File: src/rtl/shared_stage_pipeline.sv
// rtl/shared_stage_pipeline.sv - N-channel register pipeline sharing one round-robin arbitrated stage
// A losing channel freezes its whole pipeline; flush clears a channel and withdraws its request.
module shared_stage_pipeline #(
  parameter int NUM_CH       = 2,
  parameter int WIDTH        = 32,
  parameter int DEPTH        = 4,
  parameter int SHARED_STAGE = 2
) (
  input  logic                    clk,
  input  logic                    reset,
  input  logic [NUM_CH*WIDTH-1:0] in_data,
  input  logic [NUM_CH-1:0]       in_valid,
  input  logic [NUM_CH-1:0]       flush,
  output logic [NUM_CH*WIDTH-1:0] out_data,
  output logic [NUM_CH-1:0]       out_valid,
  output logic [NUM_CH-1:0]       stall
);

  localparam int PTR_W = (NUM_CH > 1) ? $clog2(NUM_CH) : 1;

  logic [DEPTH-1:0] vld_q [NUM_CH];
  logic [DEPTH-1:0] vld_d [NUM_CH];
  logic [WIDTH-1:0] dat_q [NUM_CH][DEPTH];
  logic [WIDTH-1:0] dat_d [NUM_CH][DEPTH];
  logic [PTR_W-1:0] ptr_q;
  logic [PTR_W-1:0] ptr_d;

  logic [NUM_CH-1:0] req;
  logic [NUM_CH-1:0] gnt;
  int                arb_idx;
  logic              arb_found;

  // Round-robin search starting at ptr; a flushed channel never competes.
  always_comb begin
    req       = '0;
    gnt       = '0;
    ptr_d     = ptr_q;
    arb_idx   = 0;
    arb_found = 1'b0;
    for (int c = 0; c < NUM_CH; c++) begin
      req[c] = vld_q[c][SHARED_STAGE-1] & ~flush[c];
    end
    for (int i = 0; i < NUM_CH; i++) begin
      arb_idx = int'(ptr_q) + i;
      if (arb_idx >= NUM_CH) begin
        arb_idx = arb_idx - NUM_CH;
      end
      if (!arb_found && req[arb_idx]) begin
        gnt[arb_idx] = 1'b1;
        arb_found    = 1'b1;
        ptr_d        = (arb_idx == NUM_CH - 1) ? '0 : PTR_W'(arb_idx + 1);
      end
    end
    stall = req & ~gnt;
  end

  always_comb begin
    for (int c = 0; c < NUM_CH; c++) begin
      vld_d[c] = vld_q[c];
      for (int s = 0; s < DEPTH; s++) begin
        dat_d[c][s] = dat_q[c][s];
      end
      if (!stall[c]) begin
        vld_d[c]    = {vld_q[c][DEPTH-2:0], in_valid[c]};
        dat_d[c][0] = in_data[c*WIDTH +: WIDTH] + WIDTH'(1);
        for (int s = 1; s < DEPTH; s++) begin
          dat_d[c][s] = (s == SHARED_STAGE) ? dat_q[c][s-1] * WIDTH'(3)
                                            : dat_q[c][s-1] + WIDTH'(1);
        end
      end
      // Flush wins over everything, including the same-cycle input.
      if (flush[c]) begin
        vld_d[c] = '0;
      end
    end
  end

  always_comb begin
    out_data  = '0;
    out_valid = '0;
    for (int c = 0; c < NUM_CH; c++) begin
      out_data[c*WIDTH +: WIDTH] = dat_q[c][DEPTH-1];
      out_valid[c]               = vld_q[c][DEPTH-1] & ~stall[c] & ~flush[c];
    end
  end

  always_ff @(posedge clk) begin
    if (reset) begin
      ptr_q <= '0;
      for (int c = 0; c < NUM_CH; c++) begin
        vld_q[c] <= '0;
        for (int s = 0; s < DEPTH; s++) begin
          dat_q[c][s] <= '0;
        end
      end
    end else begin
      ptr_q <= ptr_d;
      for (int c = 0; c < NUM_CH; c++) begin
        vld_q[c] <= vld_d[c];
        for (int s = 0; s < DEPTH; s++) begin
          dat_q[c][s] <= dat_d[c][s];
        end
      end
    end
  end

endmodule

File: config.mk
export PLATFORM = sky130hd
export DESIGN_NAME = shared_stage_pipeline
export DESIGN_NICKNAME = d
export VERILOG_FILES = /design/src/rtl/shared_stage_pipeline.sv
export SDC_FILE = /design/constraint.sdc
export NUM_CORES = 1
export LEC_CHECK = 0
export BUFFER_PORTS_ARGS = -buffer_cell sky130_fd_sc_hd__buf_2
export CORE_MARGIN = 3
export CORE_UTILIZATION = 40
export CTS_CLUSTER_SIZE = 40
export DETAILED_ROUTE_END_ITERATION = 6
export GPL_TIMING_DRIVEN = 0
export MAX_ROUTING_LAYER = met4
export PLACE_DENSITY = 0.57
export SLEW_MARGIN = 20
export SYNTH_ARGS = -nofsm -noshare
export SYNTH_HDL_FRONTEND = slang
export SYNTH_SLANG_ARGS = --single-unit
File: constraint.sdc
create_clock -name clk -period 3.5 [get_ports clk]
set_input_delay 0.35 -clock clk [delete_from_list [all_inputs] [get_ports clk]]
set_output_delay 0.35 -clock clk [all_outputs]
set_load 0.005 [all_outputs]
==> results of run 1 <==
[area by class of cell]
| cell class | instances | area, µm² | share of cell area |
|---|---|---|---|
| well taps | 518 | 648 | 0.0355 |
| clock buffers | 36 | 792 | 0.0434 |
| multi-input cells | 1294 | 8070 | 0.442 |
| inverters | 28 | 105 | 0.00576 |
| flip-flops and latches | 265 | 6910 | 0.379 |
| diodes | 1 | 2.50 | 0.000137 |
| clock inverters | 17 | 178 | 0.00974 |
| plain buffers | 136 | 798 | 0.0437 |
| repair buffers | 140 | 751 | 0.0411 |
[synth_stat cells, drive strengths merged (3+ instances only)]
cell type  number  share of area
buf            72          0.033
a211oi         56          0.027
and3           36          0.014
o21bai          9         0.0043
a311oi         15         0.0083
and2            9         0.0037
o21a            8         0.0038
nor3b           4         0.0022
o21ai          73          0.023
nor4            4         0.0020
or3            39          0.015
inv            28         0.0066
clkbuf         63          0.016
edfxtp        160           0.30
nor2b          14         0.0055
nand3          79          0.025
nand3b          3         0.0014
and4           10         0.0056
nor2          261          0.062
a21o           25          0.012
nor3           22         0.0080
xnor2          71          0.039
xor2          126          0.070
a31oi          12         0.0047
or2             3         0.0013
nand2         152          0.036
o211ai         10         0.0047
a211o           4         0.0022
nand4          50          0.021
mux2i           5         0.0032
o31ai           5         0.0027
nand2b          9         0.0035
ha             66          0.052
dfxtp         105           0.13
a21oi          85          0.027
[registers in the layout, summed over array words and instances, names as in the netlist]
signal and count:
ptr_q 1, vld_q 8, dat_q 256
[power by group]
group | switching (µW) | leakage (µW) | internal, µW
clock network | 1200 | 0.000475 | 1880
logic | 393 | 0.00434 | 310
registers | 134 | 0.00276 | 3460
[timing repair]
| item | 4_1_cts | 5_1_grt |
|---|---|---|
| resized for setup | 0 | 3 |
| hold buffers | 1 | 0 |
| endpoints found under the setup margin | 0 | 3 |
| hold endpoints to repair | 3 | 0 |
[logic make-up (layout without fill, tap and decap cells)]
logic type / count (synthesis) / count (layout) / share of synthesized area
flip-flops: 265 / 265 / 0.435
multiplexers: 6 / 6 / 0.00387
buffers and inverters: 164 / 357 / 0.0569
AO/OA/AOI/OAI: 319 / 319 / 0.128
XOR/XNOR: 197 / 197 / 0.109
other: 0 / 1 / 0
adder cells (fa/ha/maj): 68 / 68 / 0.0546
AND/OR/NAND/NOR: 704 / 704 / 0.212
[placed cells by master (no fill, tap or decap), types with 10 or more instances in the layout]
cell | netlist | routed
a311oi_1 | 15 | 15
clkbuf_1 | 61 | 63
dfxtp_1 | 105 | 105
nand2_1 | 152 | 152
edfxtp_1 | 160 | 160
and3_1 | 33 | 33
nand4_1 | 48 | 48
a31oi_1 | 12 | 12
buf_4 | 64 | 64
inv_1 | 28 | 27
nor2_1 | 259 | 259
buf_2 | 4 | 141
ha_1 | 66 | 66
a21oi_1 | 85 | 85
or3_1 | 39 | 38
nor2b_1 | 14 | 14
xor2_1 | 126 | 126
o211ai_1 | 10 | 10
a21o_1 | 25 | 25
o21ai_0 | 71 | 71
nor3_1 | 20 | 20
clkbuf_16 | 0 | 29
xnor2_1 | 71 | 71
nand3_1 | 79 | 79
a211oi_1 | 56 | 56
[layer usage]
layer  wire length (µm)  global-route usage  vias to the layer above
li1                   -                   -                     6452
met1              19800               0.275                     5549
met2              15700               0.262                      240
met3               1550              0.0192                       54
met4                809              0.0471                        0
met5                  0                   -                        -
[through the flow]
step | util | hold slack [ns] | instance area, µm²
floorplan | - | 0.426 | 15900
global placement | 0.442 | 0.469 | 17200
global route | 0.469 | 0.0298 | 18200
detailed placement | 0.443 | 0.474 | 17300
CTS | 0.469 | 0.0113 | 18200
finish | 0.469 | 0.0389 | 18200
[worst min path at each step]
stage                             from            to  slack [ns]
after floorplan           dat_q[1][25]  dat_q[1][25]        0.43
after global placement    dat_q[1][54]  dat_q[1][54]        0.47
after detailed placement   dat_q[1][1]   dat_q[1][1]        0.47
after CTS                     flush[1]   vld_q[0][4]        0.01
after global routing          flush[1]   vld_q[0][4]        0.03
final                         flush[1]   vld_q[0][4]        0.04
==> results.yml, run 1 <==
status:
  status: "finished clean"
drt:
  drtAntennaViolNets: 0
  wl_mm: 37.8
  dr_total_vias: 12295
  firstDrtPassIters: 5
  drt_iter0_drc: 711
  wire_per_inst_um: 15.5
  drc: 0
  via_per_inst: 5.05
power:
  p_leak_uw: 0.00757
  irDropWorstVdd_uv: 334
  power.density_mw_per_mm2: 404
  power_uw: 7380
setup_path:
  path_max_fanout: 4
  worstPathArrival_ns: 3.59
  worstReg2RegEnd: "dat_q[0][61]"
  r2r_setup_slack_ns: 0.20
  reg2reg_depth: 10
  path_class: "register to register"
  crit_start: "dat_q[0][65]"
  crit_end: "dat_q[0][61]"
  path_delay_family: "compound AO/OA/AOI/OAI gates"
  reg2reg_from: "dat_q[0][65]"
  cp.required_ns: 3.79
  worstSetupEndpointType: "register"
  cp.depth: 10
  path_buf_inv: 0
  cp_slowest_cell: "edfxtp_1"
  critPathMaxStageDelay_ns: 0.45
  cp_cell_sequence: "ha_1 -> fa_1 -> a21oi_1 -> o22ai_1 -> o31ai_4 -> o31ai_1 -> a211o_1 -> a221o_1 -> xnor2_1 -> nor2_1"
  startpoint_type: "register"
timing:
  max_freq_mhz: 303
  setup_viol: 0
  hold_viol_final: 0
  fin_setup_tns_ns: 0
  slew_headroom: 0.404
  fin_ws_ns: 0.202
  fin_worst_skew_ns: 0.0162
  final.min_clock_period_ns: 3.30
  rsz0062_at_grt: "false"
  worstMarginPinSlew_ns: 0.895
  slew_viol_final: 0
  period_share: 0.942
global_route:
  grt_max_degree: 57
  grt_pass1_wl_mm: 61.0
  gr-total-overflow: 0
  grt_usage: 0.183
  grt_pass1_vias: 11583
  antenna_found_initial: 1
finish:
  drive_above_1_share: 0.144
  fillCellCount: 3862
  area_growth_pct: 15.0
  nets: 2032
  layout.cells.non_filler: 2435
floorplanning:
  ioPinCount: 138
  core_area_mm2: 0.0389
  fp.dieH_um: 205
  initial_core_util: 0.408
  die_x_um: 205
  dieArea_mm2: 0.0421
  rows: 72
clocking:
  cts_sinks: 265
  clock_path_buffers: 3
  root_buffer: "clkbuf_16"
  clk_latency_ns: 0.55
  clk_pin_slew_worst_paths_ns: 0.06
  cts.htree.levels: 1
  cts_made_buffers: 29
  cts_tree: "yes"
  cts_setup_buffers: 0
synthesis:
  syn_area_mm2: 0.0159
  seq_area_frac_synth: 0.435
  syn-num-nets: 1861
  synth_edf_count: 160
  yosys_warnings: 0
  async_flop_share: 0
  avgSynthCellArea_um2: 9.20
  synth_flop_cell: "edfxtp_1"
  synth-seq-cells: 265
  postSynthCellCount: 1723
  synthDistinctLibCells: 76
placed_design:
  dp.cells: 2380
  dp_hpwl_mm: 29.8
  place_ws_ns: 0.199
  portBuffers: 137
  gp_congestion: 0.907
job:
  max-cap-violations: 0
min_path:
  min_path_type: "primary input to register"
  hold_depth: 2
Power figures use the tool's default switching activity.
==> run 2, diff against run 1 <==
- BUFFER_PORTS_ARGS: -buffer_cell sky130_fd_sc_hd__buf_2 -> -buffer_cell sky130_fd_sc_hd__buf_4
==> results.yml, run 2 (synthesis gave the netlist of run 1 again) <==
setup_path:
  cp.required_ns: 3.80
  path_class: "register to register"
  worstSetupEndpointType: "register"
  reg2reg_depth: 10
  reg2reg_from: "dat_q[0][65]"
  worstPathArrival_ns: 3.59
  startpoint_type: "register"
  crit_start: "dat_q[0][65]"
  path_max_fanout: 4
clocking:
  clk_pin_slew_worst_paths_ns: 0.06
  cts_tree: "yes"
  cts_setup_buffers: 0
  root_buffer: "clkbuf_16"
  clk_latency_ns: 0.56
  cts.htree.levels: 1
  cts_made_buffers: 30
  cts_sinks: 265
  clock_path_buffers: 3
timing:
  max_freq_mhz: 304
  hold_viol_final: 0
  worstMarginPinSlew_ns: 0.906
  final.min_clock_period_ns: 3.29
  fin_worst_skew_ns: 0.0105
  rsz0062_at_grt: "false"
  setup_viol: 0
  slew_headroom: 0.396
  period_share: 0.941
  slew_viol_final: 0
  fin_ws_ns: 0.206
  fin_setup_tns_ns: 0
finish:
  largest_reg_flops: 256
  top_register: "dat_q"
  layout_commonest_cell: "nor2_1"
  fillCellCount: 3813
  layout_common_cells: "259 x nor2_1, 201 x buf_4, 160 x edfxtp_1, 152 x nand2_1, 126 x xor2_1"
  nets: 2034
  seq_area_mm2: 0.00691
  area_growth_pct: 17.9
  reg_top3: "dat_q (256), vld_q (8), ptr_q (1)"
  fin_util: 0.481
  diodes: 0
  drive_above_1_share: 0.150
  multiInputGateArea_mm2: 0.00807
drt:
  wire_per_inst_um: 15.7
  drc: 0
  firstDrtPassIters: 5
  drtAntennaViolNets: 0
  via_per_inst: 5.06
  dr_total_vias: 12337
  wl_mm: 38.3
  drt_iter0_drc: 702
power:
  p_leak_uw: 0.00770
  power.density_mw_per_mm2: 412
  irDropWorstVdd_uv: 297
  power_uw: 7700
floorplanning:
  core_area_mm2: 0.0389
  ioPinCount: 138
  fp.dieH_um: 205
  dieArea_mm2: 0.0421
  initial_core_util: 0.408
  rows: 72
  die_x_um: 205
placed_design:
  place_ws_ns: 0.173
  portBuffers: 137
  dp_hpwl_mm: 29.9
  gp_congestion: 0.897
min_path:
  hold_depth: 3
  min_path_type: "primary input to register"
  min-delay-start: "in_valid[0]"
global_route:
  grt_max_degree: 51
  gr-total-overflow: 0
  grt_usage: 0.184
  antenna_found_initial: 0
  grt_pass1_vias: 11551
  grt_pass1_wl_mm: 61.3
status:
  status: "finished clean"
job:
  max-cap-violations: 0
## run 2: final timing paths
| check | endpoint | slack (ns) |
|---|---|---|
| hold reg to reg | dat_q[1][32] | 0.48 |
| setup / recovery | dat_q[0][61] | 0.21 |
| hold / removal | vld_q[0][0] | 0.08 |
| setup reg to reg | dat_q[0][61] | 0.21 |
## run 2: timing repair
action / in CTS / in global routing
setup endpoints to repair: 0 / 2
hold buffers: 2 / 0
resized for setup: 0 / 3
hold endpoints to repair: 6 / 0
## run 2: per-layer routing
metal | track usage | part of all wire
met1 | 0.280 | 0.52
met2 | 0.266 | 0.42
met5 | - | 0
met4 | 0.0371 | 0.015
met3 | 0.0183 | 0.041
## run 2: power breakdown
group | switching, µW | leakage (µW) | internal, µW | total, µW
Clock | 1290 | 0.000535 | 2070 | 3360
Sequential | 134 | 0.00276 | 3460 | 3600
Combinational | 395 | 0.00441 | 349 | 744
## run 2: critical path, cell delays in order (launching register included)
cell and delay (ns):
edfxtp_1 0.45, ha_1 0.24, fa_1 0.40, a21oi_1 0.24, o22ai_1 0.20, o31ai_4 0.29, o31ai_1 0.23, a211o_1 0.40
a221o_1 0.32, xnor2_1 0.19, nor2_1 0.07
## run 2: cell type report
type	instances	share of cell area
buffer	136	0.0427
clock buffer	37	0.0449
clock inverter	19	0.0125
inverter	28	0.00562
multi-input combinational	1294	0.431
sequential	265	0.369
tap	518	0.0347
timing repair buffer	141	0.0590
## run 2: per-stage QoR
step	area (µm²)	instances	hold WS (ns)
global placement	17500	2378	0.469
detailed placement	17600	2380	0.470
floorplan	15900	1723	0.426
CTS	18700	2438	0.0441
finish	18700	2438	0.0795
global route	18700	2438	0.0837
